`config.mk`:
```
export PLATFORM = sky130hd
export DESIGN_NAME = servo_ramp_ctrl_flat
export DESIGN_NICKNAME = d
export VERILOG_FILES = /design/src/rtl/servo_cmd_if.sv /design/src/rtl/servo_ramp_ctrl.sv /design/src/flat_wrapper.sv
export SDC_FILE = /design/constraint.sdc
export NUM_CORES = 1
export LEC_CHECK = 0
export BUFFER_PORTS_ARGS = -buffer_cell sky130_fd_sc_hd__buf_4
export CAP_MARGIN = 10
export CORE_UTILIZATION = 55
export CTS_CLUSTER_SIZE = 24
export DETAILED_ROUTE_END_ITERATION = 8
export HOLD_SLACK_MARGIN = 0.1
export PLACE_DENSITY = 0.73
export SLEW_MARGIN = 0
export SYNTH_ARGS = -nofsm -noshare
export SYNTH_HDL_FRONTEND = slang
export SYNTH_SLANG_ARGS = --single-unit
```
`constraint.sdc`:
```
create_clock -name i_clk -period 5.5 [get_ports i_clk]
set_input_delay 0.55 -clock i_clk [delete_from_list [all_inputs] [get_ports i_clk]]
set_output_delay 0.55 -clock i_clk [all_outputs]
set_load 0.02 [all_outputs]
```
`src/rtl/servo_cmd_if.sv`:
```
// Width command channel into the servo ramp sequencer: valid/ready handshake with a 13-bit requested width.
`timescale 1ns/1ps
interface servo_cmd_if;
    logic        cmd_valid;
    logic [12:0] cmd_width;
    logic        cmd_ready;

    modport master (output cmd_valid, output cmd_width, input cmd_ready);
    modport slave  (input cmd_valid, input cmd_width, output cmd_ready);
endinterface

```
`src/rtl/servo_ramp_ctrl.sv`:
```
// Clamps width commands to the servo range and slews the PWM width toward the target by at most STEP per frame.
// One-cycle done pulse after the final step; commands are held off (ready low) while a ramp is in progress.
`timescale 1ns/1ps
module servo_ramp_ctrl #(
    parameter int CLK_DIV     = 1000,
    parameter int FRAME_TICKS = 2001,
    parameter int MIN_W       = 50,
    parameter int MAX_W       = 250,
    parameter int STEP        = 5,
    parameter int INIT_W      = 150
) (
    input  logic        i_clk,
    input  logic        i_rst,
    servo_cmd_if.slave  cmd,
    input  logic        i_stop,
    output logic [12:0] o_data,
    output logic        o_busy,
    output logic        o_done,
    output logic        o_frame_tick
);
    localparam int FRAME_LEN = CLK_DIV * FRAME_TICKS;
    localparam int CW        = $clog2(FRAME_LEN);
    localparam logic [CW-1:0] FRAME_LAST = CW'(FRAME_LEN - 1);

    typedef enum logic {IDLE, RAMP} state_t;

    state_t      state_q, state_d;
    logic [CW-1:0] frame_cnt_q, frame_cnt_d;
    logic [12:0] target_q, target_d;
    logic [12:0] data_q, data_d;
    logic        done_q, done_d;
    logic [12:0] clamped;
    logic [12:0] diff;
    logic        accept;

    assign o_frame_tick  = (frame_cnt_q == FRAME_LAST);
    assign frame_cnt_d   = o_frame_tick ? '0 : frame_cnt_q + 1'b1;
    assign cmd.cmd_ready = (state_q == IDLE) && !i_rst;
    assign accept        = cmd.cmd_valid && (state_q == IDLE) && !i_rst;
    assign o_busy        = (state_q == RAMP);
    assign o_done        = done_q;
    assign o_data        = data_q;

    always_comb begin
        clamped = cmd.cmd_width;
        if (cmd.cmd_width < 13'(MIN_W)) begin
            clamped = 13'(MIN_W);
        end else if (cmd.cmd_width > 13'(MAX_W)) begin
            clamped = 13'(MAX_W);
        end
    end

    // Order the operands before subtracting so the distance never wraps.
    assign diff = (target_q >= data_q) ? (target_q - data_q) : (data_q - target_q);

    always_comb begin
        state_d  = state_q;
        target_d = target_q;
        data_d   = data_q;
        done_d   = 1'b0;
        case (state_q)
            IDLE: begin
                if (accept) begin
                    target_d = clamped;
                    if (clamped == data_q) begin
                        done_d = 1'b1;
                    end else begin
                        state_d = RAMP;
                    end
                end
            end
            RAMP: begin
                if (i_stop) begin
                    target_d = data_q;
                    state_d  = IDLE;
                end else if (o_frame_tick) begin
                    if (diff <= 13'(STEP)) begin
                        data_d  = target_q;
                        state_d = IDLE;
                        done_d  = 1'b1;
                    end else if (target_q > data_q) begin
                        data_d = data_q + 13'(STEP);
                    end else begin
                        data_d = data_q - 13'(STEP);
                    end
                end
            end
            default: state_d = IDLE;
        endcase
    end

    always_ff @(posedge i_clk) begin
        if (i_rst) begin
            state_q     <= IDLE;
            frame_cnt_q <= '0;
            target_q    <= 13'(INIT_W);
            data_q      <= 13'(INIT_W);
            done_q      <= 1'b0;
        end else begin
            state_q     <= state_d;
            frame_cnt_q <= frame_cnt_d;
            target_q    <= target_d;
            data_q      <= data_d;
            done_q      <= done_d;
        end
    end
endmodule

```
`src/flat_wrapper.sv`:
```
// flat-port wrapper written by rule: the top's interface ports become plain ports
module servo_ramp_ctrl_flat 
#(
    parameter int CLK_DIV     = 1000,
    parameter int FRAME_TICKS = 2001,
    parameter int MIN_W       = 50,
    parameter int MAX_W       = 250,
    parameter int STEP        = 5,
    parameter int INIT_W      = 150
)
  (i_clk, i_rst, i_stop, o_data, o_busy, o_done, o_frame_tick, cmd_cmd_valid, cmd_cmd_width, cmd_cmd_ready);
  servo_cmd_if cmd_i ();
  input  logic i_clk;
  input  logic i_rst;
  input  logic i_stop;
  output logic [12:0] o_data;
  output logic o_busy;
  output logic o_done;
  output logic o_frame_tick;
  input wire logic [$bits(cmd_i.cmd_valid)-1:0] cmd_cmd_valid;
  input wire logic [$bits(cmd_i.cmd_width)-1:0] cmd_cmd_width;
  output wire logic [$bits(cmd_i.cmd_ready)-1:0] cmd_cmd_ready;
  assign cmd_i.cmd_valid = cmd_cmd_valid;
  assign cmd_i.cmd_width = cmd_cmd_width;
  assign cmd_cmd_ready = cmd_i.cmd_ready;
  servo_ramp_ctrl #(.CLK_DIV(CLK_DIV), .FRAME_TICKS(FRAME_TICKS), .MIN_W(MIN_W), .MAX_W(MAX_W), .STEP(STEP), .INIT_W(INIT_W)) u_core (.i_clk(i_clk), .i_rst(i_rst), .cmd(cmd_i), .i_stop(i_stop), .o_data(o_data), .o_busy(o_busy), .o_done(o_done), .o_frame_tick(o_frame_tick));
endmodule
```
## Word-level counts from Yosys, hierarchy flattened

Index checks and enable logic that the tools add are counted.

- Register bits: 49
- Output and inout bits: 17

- Multiplexer cells: 20
- Bitwise operators: 2
- Reductions and logical operators: 7
- Add/sub/neg operators: 5
- Equal/unequal tests: 4
- Order comparisons: 5

Operators with widths:

| kind | count |
|---|---|
| $mux 13 | 7 |
| $pmux 13 s2 | 1 |
| $sub 13x13->13 | 2 |
| $add 21x1->21 const B | 1 |
| $eq 21x21->1 const B | 1 |
| $add 13x3->13 const B | 1 |
| $eq 13x13->1 | 1 |
| $ge 13x13->1 | 1 |
| $gt 13x13->1 | 1 |
| $gt 13x8->1 const B | 1 |
| $le 13x3->1 const B | 1 |
| $lt 13x6->1 const B | 1 |
| $sub 13x3->13 const B | 1 |
| $mux 1 | 10 |
| $pmux 1 s2 | 2 |
| $logic_and 1x1->1 | 3 |
| $reduce_and 3->1 | 1 |
| $ne 2x1->1 const B | 1 |
| $ne 2x2->1 const B | 1 |
| $not 1->1 | 2 |
| $reduce_and 2->1 | 1 |
| $reduce_or 2->1 | 1 |
| $logic_not 1->1 | 1 |

## Logic depth before layout (Yosys ltp)

- Depth after elaboration: 7
- Depth in mapped cells: 19
- Mapped depth without buffers: 18

## Worst setup path before layout

No wires, ideal clock.

- Path type: flip-flop to flip-flop
- From: reg u_core.data_q[2], in the netlist u_core.o_data[2]
- To: reg u_core.data_q[12], in the netlist u_core.o_data[12]
- Stages on the path, launching flop included: 20
- Arrival time: 4.134 ns
- Setup time: 0.075 ns
- Clock period less this slack: 4.209 ns
- Path slack: 1.291 ns
- Data required time: 5.425 ns
- Cell sequence: dfxtp_1 > inv_1 > ha_1 > buf_6 > a21oi_2 > a211oi_1 > or4_4 > nand3b_1 > inv_1 > ha_1 > a21oi_1 > o21bai_1 > a21o_1 > a21oi_1 > o21bai_1 > nand4_1 > a31oi_1 > xnor2_1 > or4_1 > a31oi_1

- Longest elaborated chain between the ends: 4

RTL lines:

| element | line | RTL |
|---|---|---|
| from (decl) | servo_ramp_ctrl.sv:30 | `logic [12:0] data_q, data_d;` |
| from (signal assigned) | servo_ramp_ctrl.sv:97 | `data_q <= 13'(INIT_W);` |
| from (signal assigned) | servo_ramp_ctrl.sv:103 | `data_q <= data_d;` |
| $sub 13x13->13 / $ge 13x13->1 (equally long branches) | servo_ramp_ctrl.sv:54 | `assign diff = (target_q >= data_q) ? (target_q - data_q) : (data_q - target_q);` |
| $mux 13 | servo_ramp_ctrl.sv:54 |  |
| $le 13x3->1 | servo_ramp_ctrl.sv:77 | `if (diff <= 13'(STEP)) begin` |
| $mux 13 * | servo_ramp_ctrl.sv:77 |  |

Mark *: on every way between the ends. The rest lies on a longest branch, timed or not.
A chain may end at the register's enable or synchronous reset.

## Final worst setup path

Ends and elaborated chain as after synthesis.

==> key figures <==
Yosys
  • Post-Syn Nets: between 600 and 700
  • Library cells used by synthesis: a little over 60
  • Async set-reset flop share out of synthesis: 0%
  • Main flop type after synthesis: dfxtp_1
  • Post-synth EDFFs: 0
  • Synthesis Warnings: 0
  • Synthesized instance count: around 560
  • Syn_area_per_cell: roughly 7.7 µm²
  • Post-synthesis sequential area ratio: 22.9%
  • Cell area after synthesis: around 4300 µm²
  • #FFs+latches synth: 49

Pwr
  • Leakage power: between 1.5 and 2 nW
  • PwrDens: between 200 and 250 nW/µm²
  • Total Power: between 1 and 1.5 mW
  • Worst VDD drop: between 200 and 250 µV

STA
  • Endpoints failing setup: 0
  • Max transition margin: about 29%
  • Crit path time final: 4.94 ns
  • Setup Skew: roughly 0.0076 ns
  • Worst Tran Pin Value: ~1.1 ns
  • Fin. Hold Viols: 0
  • Max Slew Vio Count: 0
  • WHS: 0.450 ns
  • Max Fclk: between 0.2 and 0.25 GHz
  • Final setup TNS: 0 ns
  • Final worst slack: about 0.56 ns
  • Period utilisation layout: approximately 90%
  • RSZ-0062 raised after global routing: false

CTS
  • Total CTS buffers: 5
  • H-tree depth: 2
  • Clk root buf: clkbuf_8
  • CTS sink count: between 40 and 50
  • Clk Latency, worst-skew pair: 0.31 ns
  • CTS tree: built
  • Resized Gates After CTS: 0
  • Hold_buf cts: 0
  • # Post-CTS Setup Buffers: 0
  • Clock-pin slew on the worst setup and hold paths: roughly 0.1 ns
  • Max Root-Sink Buffers: 2

Setup path
  • WP data required: approximately 5.7 ns
  • Crit-path leading delay family: simple AND/OR/NAND/NOR gates
  • CP Buf/Inv Count: 2
  • CP Capture Type: flop
  • Worst-path fanout max: 13
  • CP max stage delay: around 0.56 ns
  • Startpoint Class: flop
  • Kind of critical path: reg2reg
  • Crit path DAT: slightly above 5 ns
  • Critical path's slowest cell: dfxtp_1
  • Cell Chain, Critical Path: inv_1 -> ha_1 -> a21oi_2 -> a211oi_1 -> or4_4 -> nand3b_1 -> inv_1 -> ha_1 -> a21oi_1 -> o21bai_1 -> a21o_1 -> a21oi_1 -> o21bai_1 -> nand4_1 -> a31oi_1 -> xnor2_1 -> or4_1 -> a31oi_1

Finish
  • Ant diodes: 0
  • Final core occ: approximately 63%
  • Layout Nets: roughly 640
  • Layout cells sized above 1: 10.9%
  • Area Growth Syn to Fin: 9.39%
  • Fin area: 4680 µm²
  • Final cell count without fillers: ~680

Place
  • Dpl hpwl: roughly 8.7 mm
  • Port buffer count: 33
  • Pre-CTS setup slack: around 0.72 ns
  • Routability cong.: 0.923
  • Placement Cell Area: about 4600 µm²
  • Placed Cells: 671

Drt
  • DR vias: about 4100
  • Initial DRC Count: about 250
  • Via density: about 6
  • Wl on met1: about 5.3 mm
  • WL met2: 5.12 mm
  • DR pass1 iterations: 5
  • Wire length per cell: about 17 µm
  • Top Layer Used: met4
  • DRC: 0
  • Final ANT Viol Nets: 0
  • Metal3 WL: ~570 µm
  • Routed wire length: roughly 11 mm

Global routing
  • GRT Overall Usage: 28.3%
  • Largest net degree at the start of global routing: 29
  • Initial antenna violation count: 0
  • Vias in the first global route: between 3000 and 4000
  • First-pass GRT wire length: about 19 mm
  • Total gr overflow: 0

Die
  • Core area: 7370 µm²
  • Die span in y: around 90 µm
  • Die width: roughly 90 µm
  • FP Rows: 31
  • Initial Util: ~58%
  • Die area: about 8100 µm²
  • I/O pin count: 34

Flow run
  • Max Cap Viol: 0

Status
  • Status: complete, no violations

Hold path
  • Hold crit path type: reg2reg
==> worst reg2reg max path: stages, from the launching register on <==
cell	delay, ns
dfxtp_1	0.56
inv_1	0.13
ha_1	0.45
a21oi_2	0.19
a211oi_1	0.10
or4_4	0.54
nand3b_1	0.52
inv_1	0.16
ha_1	0.36
a21oi_1	0.19
o21bai_1	0.12
a21o_1	0.20
a21oi_1	0.24
o21bai_1	0.12
nand4_1	0.13
a31oi_1	0.11
xnor2_1	0.16
or4_1	0.42
a31oi_1	0.17
==> cell usage after synthesis (5+ instances only) <==
library cell / instances / area [µm²]
a21o_1: 8 / 60.1
nor3_1: 26 / 130
a31oi_1: 8 / 50.1
nand3b_1: 7 / 52.6
nand2_1: 49 / 184
ha_1: 37 / 463
o211ai_1: 6 / 45.0
nand4_1: 9 / 56.3
dfxtp_1: 49 / 981
a211oi_1: 16 / 120
xnor2_1: 22 / 193
inv_1: 37 / 139
xor2_1: 21 / 184
nand3_1: 19 / 95.1
and2_1: 5 / 31.3
nor2_1: 59 / 221
o21ai_0: 17 / 85.1
clkbuf_1: 16 / 60.1
or2_2: 5 / 31.3
mux2i_1: 15 / 150
a21oi_1: 44 / 220
nor4_1: 6 / 37.5
==> flip-flops by register name (all words and copies together), names as in the netlist <==
name,flops
u_core.o_done,1
u_core.frame_cnt_q,21
u_core.target_q,13
u_core.o_busy,1
u_core.o_data,13
==> cell usage in the layout, fill, tap and decap left out, drive strengths merged, types with 4 or more instances in the layout <==
cell type  count
nor4b          4
or2            5
clkbuf         5
xor2          21
dfxtp         49
xnor2         22
nor4           7
o211ai         6
a31oi          8
nand4         10
or4            5
nor3          26
o21ai         17
buf           38
nand3         19
nor2          59
inv           38
nand3b         7
mux2i         15
a21o           8
nor2b          4
o21bai         4
nand2         49
ha            37
and2           5
a21oi         47
a211oi        17
==> final cells by class <==
cell class,count,area (µm²)
multi-input cells,447,3030
well taps,99,124
clock buffers,5,68.8
flip-flops and latches,49,981
inverters,38,143
fillers,683,2690
repair buffers,38,285
clock inverters,3,43.8
==> kinds of logic after synthesis <==
group	share of synthesized area (%)
and+or+nand+nor	25.5
adders and majority gates	12.2
buffers and inverters	6.14
AOI/OAI and AO/OA	20.4
DFF	22.9
xor gates and xnor gates	8.80
muxes	4.04
==> power breakdown <==
| part | total, mW | switching (mW) | internal [mW] |
|---|---|---|---|
| logic | 0.468 | 0.266 | 0.202 |
| registers | 0.376 | 0.0135 | 0.362 |
| clock network | 0.265 | 0.128 | 0.136 |
| total | 1.11 | 0.408 | 0.701 |
==> path summary, 6_finish.rpt <==
path | from | end | slack, ns | cells after the start
worst max register to register | u_core.o_data[2] | u_core.o_data[12] | 0.56 | 18
worst min register to register | u_core.frame_cnt_q[0] | u_core.frame_cnt_q[0] | 0.45 | 1
worst min-delay path | u_core.frame_cnt_q[0] | u_core.frame_cnt_q[0] | 0.45 | 1
worst max-delay path | u_core.o_data[2] | u_core.o_data[12] | 0.56 | 18
==> layer usage <==
metal,vias up,global-route usage (%)
met1,1897,39.1
li1,2034,-
met3,23,3.72
met5,-,0
met4,0,7.80
met2,130,46.2
Note: power is estimated with default switching activity, not from simulation.
